==> src/rtl/rmux_rr_arbiter_pkg.sv <==
// Shared types and helpers for the routing-mux round-robin arbiter family.
//   arb_state_e : IDLE (arbitrating) / LOCK (path owned by one source)
//   sel_width() : select width for an n-input mux, never less than 1 bit
//   rr_pick()   : rotate-priority search, first set bit at or above ptr,
//                 wrapping modulo n; returns {found, idx}
package rmux_arb_pkg;

    typedef enum logic {
        IDLE = 1'b0,
        LOCK = 1'b1
    } arb_state_e;

    // Widest requester vector the helpers handle (legal N_REQ is 2..16).
    localparam int MAX_REQ    = 16;
    localparam int PICK_IDX_W = 4;

    typedef struct packed {
        logic                  found;
        logic [PICK_IDX_W-1:0] idx;
    } pick_t;

    function automatic int sel_width(input int n);
        return (n <= 2) ? 1 : $clog2(n);
    endfunction

    // Bits at or above n in vec are ignored; ptr must be below n.
    function automatic pick_t rr_pick(input logic [MAX_REQ-1:0] vec,
                                      input int ptr, input int n);
        pick_t res;
        int    j;
        res = '0;
        for (int k = 0; k < MAX_REQ; k++) begin
            if (k < n && !res.found) begin
                j = ptr + k;
                if (j >= n) begin
                    j = j - n;
                end
                if (vec[j]) begin
                    res.found = 1'b1;
                    res.idx   = j[PICK_IDX_W-1:0];
                end
            end
        end
        return res;
    endfunction

endpackage

==> src/rtl/rmux_rr_arbiter_if.sv <==
// Handshake bundle between N_REQ packet sources, the arbiter and the
// single downstream routing path.
//   req_valid/req_last/req_data : per-source beats (source i at [i*DATA_W +: DATA_W])
//   req_ready                   : per-source accept
//   out_valid/out_last/out_data : muxed beat toward the routing resource
//   out_ready                   : downstream accept
// Valid/ready: a beat moves on a rising clk edge where valid and ready are
// both high. A source holds data/last stable while valid is high and ready
// is low; it may drop valid before the beat moves (that counts toward the
// stall timeout when it owns the path). Ready never depends on a future
// cycle, only on the current owner and out_ready.
// Modports: slave = arbiter side, master = sources + downstream side.
interface rmux_rr_arbiter_if #(
    parameter int N_REQ  = 2,
    parameter int DATA_W = 8
);
    logic [N_REQ-1:0]        req_valid;
    logic [N_REQ-1:0]        req_last;
    logic [N_REQ*DATA_W-1:0] req_data;
    logic [N_REQ-1:0]        req_ready;
    logic                    out_valid;
    logic                    out_last;
    logic [DATA_W-1:0]       out_data;
    logic                    out_ready;

    modport slave (
        input  req_valid, req_last, req_data, out_ready,
        output req_ready, out_valid, out_last, out_data
    );

    modport master (
        output req_valid, req_last, req_data, out_ready,
        input  req_ready, out_valid, out_last, out_data
    );
endinterface

==> src/rtl/rmux_rr_arbiter_pick.sv <==
// Combinational rotate-priority encoder: returns the first set bit of req
// searching upward from ptr and wrapping at N_REQ-1 -> 0. Usable by any
// round-robin routing scheduler.
//   req   : request vector
//   ptr   : search start (must be < N_REQ)
//   idx   : winning index, valid when found
//   found : any request set
module rmux_rr_pick
    import rmux_arb_pkg::*;
#(
    parameter  int N_REQ = 2,
    localparam int SEL_W = sel_width(N_REQ)
) (
    input  logic [N_REQ-1:0] req,
    input  logic [SEL_W-1:0] ptr,
    output logic [SEL_W-1:0] idx,
    output logic             found
);
    logic [MAX_REQ-1:0] vec;
    pick_t              res;

    always_comb begin
        vec              = '0;
        vec[N_REQ-1:0]   = req;
        res              = rr_pick(vec, int'(ptr), N_REQ);
        idx              = SEL_W'(res.idx);
        found            = res.found;
    end
endmodule

==> src/rtl/rmux_rr_arbiter.sv <==
// Round-robin arbiter in front of an N_REQ:1 routing mux. In IDLE it
// registers the next winner into sel (one arbitration cycle, no transfer);
// in LOCK the mux path is combinational and stays with that source until its
// last beat moves or it holds valid low for STALL_MAX cycles.
//   clk, rst_n  : clock, synchronous active-low reset
//   bus         : sources/downstream handshake (slave modport)
//   sel         : registered mux select
//   busy        : high while LOCK
//   stall_err   : high for the single cycle in which a stall timeout releases
//   dbg_state   : FSM state
//   dbg_rr_ptr  : round-robin search start
module rmux_rr_arbiter
    import rmux_arb_pkg::*;
#(
    parameter  int N_REQ     = 2,
    parameter  int DATA_W    = 8,
    parameter  int STALL_MAX = 15,
    localparam int SEL_W     = sel_width(N_REQ)
) (
    input  logic               clk,
    input  logic               rst_n,
    rmux_rr_arbiter_if.slave   bus,
    output logic [SEL_W-1:0]   sel,
    output logic               busy,
    output logic               stall_err,
    output arb_state_e         dbg_state,
    output logic [SEL_W-1:0]   dbg_rr_ptr
);
    localparam int                CNT_W     = (STALL_MAX < 2) ? 1 : $clog2(STALL_MAX + 1);
    localparam logic [CNT_W-1:0]  STALL_LIM = CNT_W'(STALL_MAX);

    arb_state_e        state_q, state_d;
    logic [SEL_W-1:0]  sel_q, sel_d;
    logic [SEL_W-1:0]  rr_ptr_q, rr_ptr_d;
    logic [CNT_W-1:0]  stall_cnt_q, stall_cnt_d;

    logic [SEL_W-1:0]  pick_idx;
    logic              pick_found;
    logic              sel_valid;
    logic              sel_last;
    logic              stall_hit;
    logic [SEL_W-1:0]  sel_next_ptr;

    logic [N_REQ-1:0]  req_ready_c;
    logic              out_valid_c;
    logic              out_last_c;
    logic [DATA_W-1:0] out_data_c;

    rmux_rr_pick #(.N_REQ(N_REQ)) u_pick (
        .req   (bus.req_valid),
        .ptr   (rr_ptr_q),
        .idx   (pick_idx),
        .found (pick_found)
    );

    assign sel_valid    = bus.req_valid[sel_q];
    assign sel_last     = bus.req_last[sel_q];
    // Timeout fires on the cycle after the counter has saturated, while the
    // owner is still silent; STALL_MAX == 0 turns it off entirely.
    assign stall_hit    = (STALL_MAX > 0) && (state_q == LOCK) && !sel_valid
                          && (stall_cnt_q == STALL_LIM);
    // Explicit wrap so non-power-of-two N_REQ never yields an index >= N_REQ.
    assign sel_next_ptr = (int'(sel_q) == N_REQ - 1) ? '0 : sel_q + SEL_W'(1);

    // Routing datapath: only the owner sees out_ready, and only in LOCK.
    always_comb begin
        req_ready_c = '0;
        out_valid_c = 1'b0;
        out_last_c  = 1'b0;
        out_data_c  = '0;
        if (state_q == LOCK) begin
            out_valid_c        = sel_valid;
            out_last_c         = sel_last;
            out_data_c         = bus.req_data[int'(sel_q)*DATA_W +: DATA_W];
            req_ready_c[sel_q] = bus.out_ready;
        end
    end

    always_comb begin
        state_d     = state_q;
        sel_d       = sel_q;
        rr_ptr_d    = rr_ptr_q;
        stall_cnt_d = stall_cnt_q;
        case (state_q)
            IDLE: begin
                if (pick_found) begin
                    state_d     = LOCK;
                    sel_d       = pick_idx;
                    stall_cnt_d = '0;
                end
            end
            LOCK: begin
                if (sel_valid) begin
                    // Backpressure keeps valid high, so it never counts as a stall.
                    stall_cnt_d = '0;
                    if (bus.out_ready && sel_last) begin
                        state_d  = IDLE;
                        rr_ptr_d = sel_next_ptr;
                    end
                end else if (stall_hit) begin
                    state_d     = IDLE;
                    rr_ptr_d    = sel_next_ptr;
                    stall_cnt_d = '0;
                end else if (stall_cnt_q != STALL_LIM) begin
                    stall_cnt_d = stall_cnt_q + 1'b1;
                end
            end
            default: begin
                state_d = IDLE;
            end
        endcase
    end

    always_ff @(posedge clk) begin
        if (!rst_n) begin
            state_q     <= IDLE;
            sel_q       <= '0;
            rr_ptr_q    <= '0;
            stall_cnt_q <= '0;
        end else begin
            state_q     <= state_d;
            sel_q       <= sel_d;
            rr_ptr_q    <= rr_ptr_d;
            stall_cnt_q <= stall_cnt_d;
        end
    end

    assign bus.req_ready = req_ready_c;
    assign bus.out_valid = out_valid_c;
    assign bus.out_last  = out_last_c;
    assign bus.out_data  = out_data_c;

    assign sel        = sel_q;
    assign busy       = (state_q == LOCK);
    assign stall_err  = stall_hit;
    assign dbg_state  = state_q;
    assign dbg_rr_ptr = rr_ptr_q;
endmodule
==> src/flat_wrapper.sv <==
// flat-port wrapper written by rule: the top's interface ports become plain ports
module rmux_rr_arbiter_flat import rmux_arb_pkg::*;
#(
    parameter  int N_REQ     = 2,
    parameter  int DATA_W    = 8,
    parameter  int STALL_MAX = 15,
    localparam int SEL_W     = sel_width(N_REQ)
)
  (clk, rst_n, sel, busy, stall_err, dbg_state, dbg_rr_ptr, bus_req_valid, bus_req_last, bus_req_data, bus_out_ready, bus_req_ready, bus_out_valid, bus_out_last, bus_out_data);
  rmux_rr_arbiter_if #(.N_REQ(N_REQ), .DATA_W(DATA_W)) bus_i ();
  input  logic clk;
  input  logic rst_n;
  output logic [SEL_W-1:0] sel;
  output logic busy;
  output logic stall_err;
  output arb_state_e dbg_state;
  output logic [SEL_W-1:0] dbg_rr_ptr;
  input wire logic [$bits(bus_i.req_valid)-1:0] bus_req_valid;
  input wire logic [$bits(bus_i.req_last)-1:0] bus_req_last;
  input wire logic [$bits(bus_i.req_data)-1:0] bus_req_data;
  input wire logic [$bits(bus_i.out_ready)-1:0] bus_out_ready;
  output wire logic [$bits(bus_i.req_ready)-1:0] bus_req_ready;
  output wire logic [$bits(bus_i.out_valid)-1:0] bus_out_valid;
  output wire logic [$bits(bus_i.out_last)-1:0] bus_out_last;
  output wire logic [$bits(bus_i.out_data)-1:0] bus_out_data;
  assign bus_i.req_valid = bus_req_valid;
  assign bus_i.req_last = bus_req_last;
  assign bus_i.req_data = bus_req_data;
  assign bus_i.out_ready = bus_out_ready;
  assign bus_req_ready = bus_i.req_ready;
  assign bus_out_valid = bus_i.out_valid;
  assign bus_out_last = bus_i.out_last;
  assign bus_out_data = bus_i.out_data;
  rmux_rr_arbiter #(.N_REQ(N_REQ), .DATA_W(DATA_W), .STALL_MAX(STALL_MAX)) u_core (.clk(clk), .rst_n(rst_n), .bus(bus_i), .sel(sel), .busy(busy), .stall_err(stall_err), .dbg_state(dbg_state), .dbg_rr_ptr(dbg_rr_ptr));
endmodule
==> config.mk <==
export PLATFORM = sky130hd
export DESIGN_NAME = rmux_rr_arbiter_flat
export DESIGN_NICKNAME = d
export VERILOG_FILES = /design/src/rtl/rmux_rr_arbiter_pkg.sv /design/src/rtl/rmux_rr_arbiter_if.sv /design/src/rtl/rmux_rr_arbiter_pick.sv /design/src/rtl/rmux_rr_arbiter.sv /design/src/flat_wrapper.sv
export SDC_FILE = /design/constraint.sdc
export NUM_CORES = 1
export LEC_CHECK = 0
export ABC_AREA = 0
export CORE_UTILIZATION = 33
export CTS_BUF_LIST = sky130_fd_sc_hd__clkbuf_4 sky130_fd_sc_hd__clkbuf_8 sky130_fd_sc_hd__clkbuf_16
export CTS_CLUSTER_SIZE = 16
export DETAILED_ROUTE_END_ITERATION = 10
export PLACE_DENSITY_LB_ADDON = 0.25
export SKIP_CTS_REPAIR_TIMING = 1
export SYNTH_ARGS = -nofsm -noshare
export SYNTH_HDL_FRONTEND = slang
export SYNTH_SLANG_ARGS = --single-unit
==> constraint.sdc <==
create_clock -name clk -period 1.5 [get_ports clk]
set_input_delay 0.3 -clock clk [delete_from_list [all_inputs] [get_ports clk]]
set_output_delay 0.3 -clock clk [all_outputs]
set_load 0.02 [all_outputs]
==> flow_summary.toml <==
[sta]
slew_viol_final = 0
finalWorstSetupSlack_ns = -0.09850
fin_crit_sh_pct = 106.6
finalSetupTns_ns = -0.2428
layout_min_cycle_time_ns = 1.598
setup_violations = 4
rsz0062_at_grt = "yes"
fmax_ghz = 0.6256
relSlewSlack_pct = 81.35
tightest_slew_ns = 0.2789
skew_ns = 0.0001524
finalHoldViolCount = 0

[floorplan]
core_area_sq_um = 1524
dieWidth_um = 42.66
dieHeight_um = 42.66
ioPinCount = 40
start_util_pct = 35.80
die_area_sq_um = 1820
placementRows = 14

[cells_and_area]
syn_to_final_growth_pct = 126.4
final_nets = 155
diodes = 0
layout_common_cells = "buf_4 (22), clkdlybuf4s50_1 (20), nor2_1 (10), buf_6 (7)"
drive_above_1_share_pct = 46.15
final_common_cell = "buf_4"
fin_util_pct = 81.03

[power]
power_leakage_nw = 0.6063
combPwrFrac_pct = 44.9
clockPowerShare_pct = 26.6
vdd_drop_max_mv = 0.7598
p_sw_mw = 0.2178
switching_share_pct = 30.74
power_density_nw_per_um2 = 573.7
seqPwrFrac_pct = 28.6
p_int_mw = 0.4907

[global_route]
grt_pass1_wl_um = 2898
grt_max_degree = 15
grt_usage_pct = 21.27
grt_pass1_vias = 672
antenna_found_initial = 0
grt_overflow = 0

[setup_path]
cp-start-kind = "flop"
r2r_cells = 7
required_ns = 1.20
crit_chain = "mux2i_2 > buf_4 > buf_6 > nor2_4 > buf_6"
end_kind = "output port"
critPathMaxFanout = 3
reg2reg_slack_ns = 0
critPathKind = "flop to output port"
crit_path_start = "u_core.sel"
r2r-start = "u_core.sel"
cp.arrival_ns = 1.30
cpMaxStageDelayCell = "dfxtp_4"
crit_path_max_incr_delay_ns = 0.38
endpoint = "bus_out_valid"
cp_common_cell = "buf_6"
r2r-end = "u_core.stall_cnt_q[1]"

[worst_hold_path]
holdPathStages = 1
hold_path.class = "flop to flop"

[yosys]
yosys.area_share.xor_xnor_pct = 0
synth_top_area_share_pct = 25.69
synthArstFlopShare_pct = 0
syn_inst = 66
yosys.area_share.simple_pct = 29.82
synth.area.mux_share_pct = 19.04
synthTopCellsByArea = "dfxtp_1 (26%), mux2i_1 (17%), nor2_1 (9.6%)"
synth_fp_nets = 90
synth_compound_area_share_pct = 15.37
synth_ff_type = "dfxtp_1"
ys_types = 28
synth_edf_count = 0
syn_area_per_cell_sq_um = 8.266
ys_warn_count = 0
syn_area_sq_um = 545.5
synth-seq-area-share_pct = 25.69
synth-seq-cells = 7
synth_top_family_by_area = "simple AND/OR/NAND/NOR gates"
synth_area_leader_cell = "dfxtp_1"
synth_adder_area_share_pct = 2.294

[clock_tree]
path_clk_slew_ns = 0.05
cts_sinks = 7
clock_latency_ns = 0.25
htreeDepth = 1
cts_tree = "yes"
cts_root_buf = "clkbuf_4"
cts_made_buffers = 3
clock_path_buffers = 2

[drt]
first_iter_violations = 29
num_vias = 758
avgRoutedWirePerCell_um = 14.96
first_pass_iters = 4
viasPerCell = 5.192
finalWirelength_um = 2184
drc_errors = 0
detail-route-antenna-nets = 0

[placement]
dpl.hpwl_um = 1361
numPortBuffers = 39
gp_congestion = 0.7613
dp_slack_ns = -0.5511

[flow_run]
cap_violations = 0

[outcome]
status = "complete, but fails checks"
violations = "setup timing"
==> state kept, by name, indices dropped and copies added, names as in the netlist <==
name                count
u_core.busy             1
u_core.dbg_rr_ptr       1
u_core.sel              1
u_core.stall_cnt_q      4
==> kinds of logic (layout without fill, tap and decap cells) <==
kind of cell | count (synthesis) | in the layout
adder cells (fa/ha/maj) | 1 | 1
multiplexers | 10 | 10
AND/OR/NAND/NOR | 28 | 28
buffers and inverters | 8 | 72
flip-flops | 7 | 7
AO/OA/AOI/OAI | 12 | 12
==> per-stage QoR <==
step	total power [mW]	area (sq um)	hold WS, ns	cells
after floorplan	0.3173	550.5	0.4282	66
after global placement	0.4690	1081	0.5516	135
after detailed placement	0.4734	1081	0.5495	135
after CTS	0.6654	1111	0.5657	139
after global routing	0.7474	1235	0.5763	146
final	0.7085	1235	0.5621	146
==> layout make-up <==
| cell class | instances | area, sq um |
|---|---|---|
| inverter | 4 | 18.77 |
| clock buffer | 4 | 30.03 |
| fill | 86 | 289.0 |
| tap | 16 | 20.02 |
| multi-input combinational | 51 | 419.2 |
| sequential | 7 | 147.6 |
| timing repair buffer | 64 | 599.3 |
==> per-layer routing <==
| layer | share of wire (%) | global-route usage, % | vias up |
|---|---|---|---|
| met1 | 38 | 23.24 | 338 |
| met2 | 50 | 37.27 | 41 |
| li1 | - | - | 367 |
| met3 | 8.6 | 7.660 | 12 |
| met5 | 0 | 0 | - |
| met4 | 2.8 | 7.500 | 0 |
==> how the worst min path moves through the flow <==
stage | from | end | slack [ns]
floorplan | rst_n | u_core.stall_cnt_q[0] | 0.43
global placement | u_core.dbg_rr_ptr | u_core.dbg_rr_ptr | 0.55
detailed placement | u_core.dbg_rr_ptr | u_core.dbg_rr_ptr | 0.55
CTS | u_core.dbg_rr_ptr | u_core.dbg_rr_ptr | 0.57
global route | u_core.dbg_rr_ptr | u_core.dbg_rr_ptr | 0.58
finish | u_core.dbg_rr_ptr | u_core.dbg_rr_ptr | 0.56
==> power groups by stage <==
stage	Clock (mW)	Combinational (mW)	Sequential, mW
finish	0.188	0.318	0.202
global placement	0	0.265	0.204
detailed placement	0	0.269	0.204
global route	0.211	0.333	0.203
floorplan	0	0.107	0.210
CTS	0.195	0.270	0.200
==> synthesized netlist by cell type, types with 2 or more instances <==
cell and count:
dfxtp_1 7, a22oi_1 3, nand4b_1 2, nor3_2 2
nor2_1 14, mux2i_1 9, and3_1 2, nor2b_1 2
a31oi_1 2, nand3_1 2, inv_1 4
==> worst max-delay path, delay by kind of cell (launching register included) <==
family | cells | cell delay, ns
buf+inv | 3 | 0.37
flops | 1 | 0.38
mux | 1 | 0.26
simple gates | 1 | 0.03
Note: power is estimated with default switching activity, not from simulation.
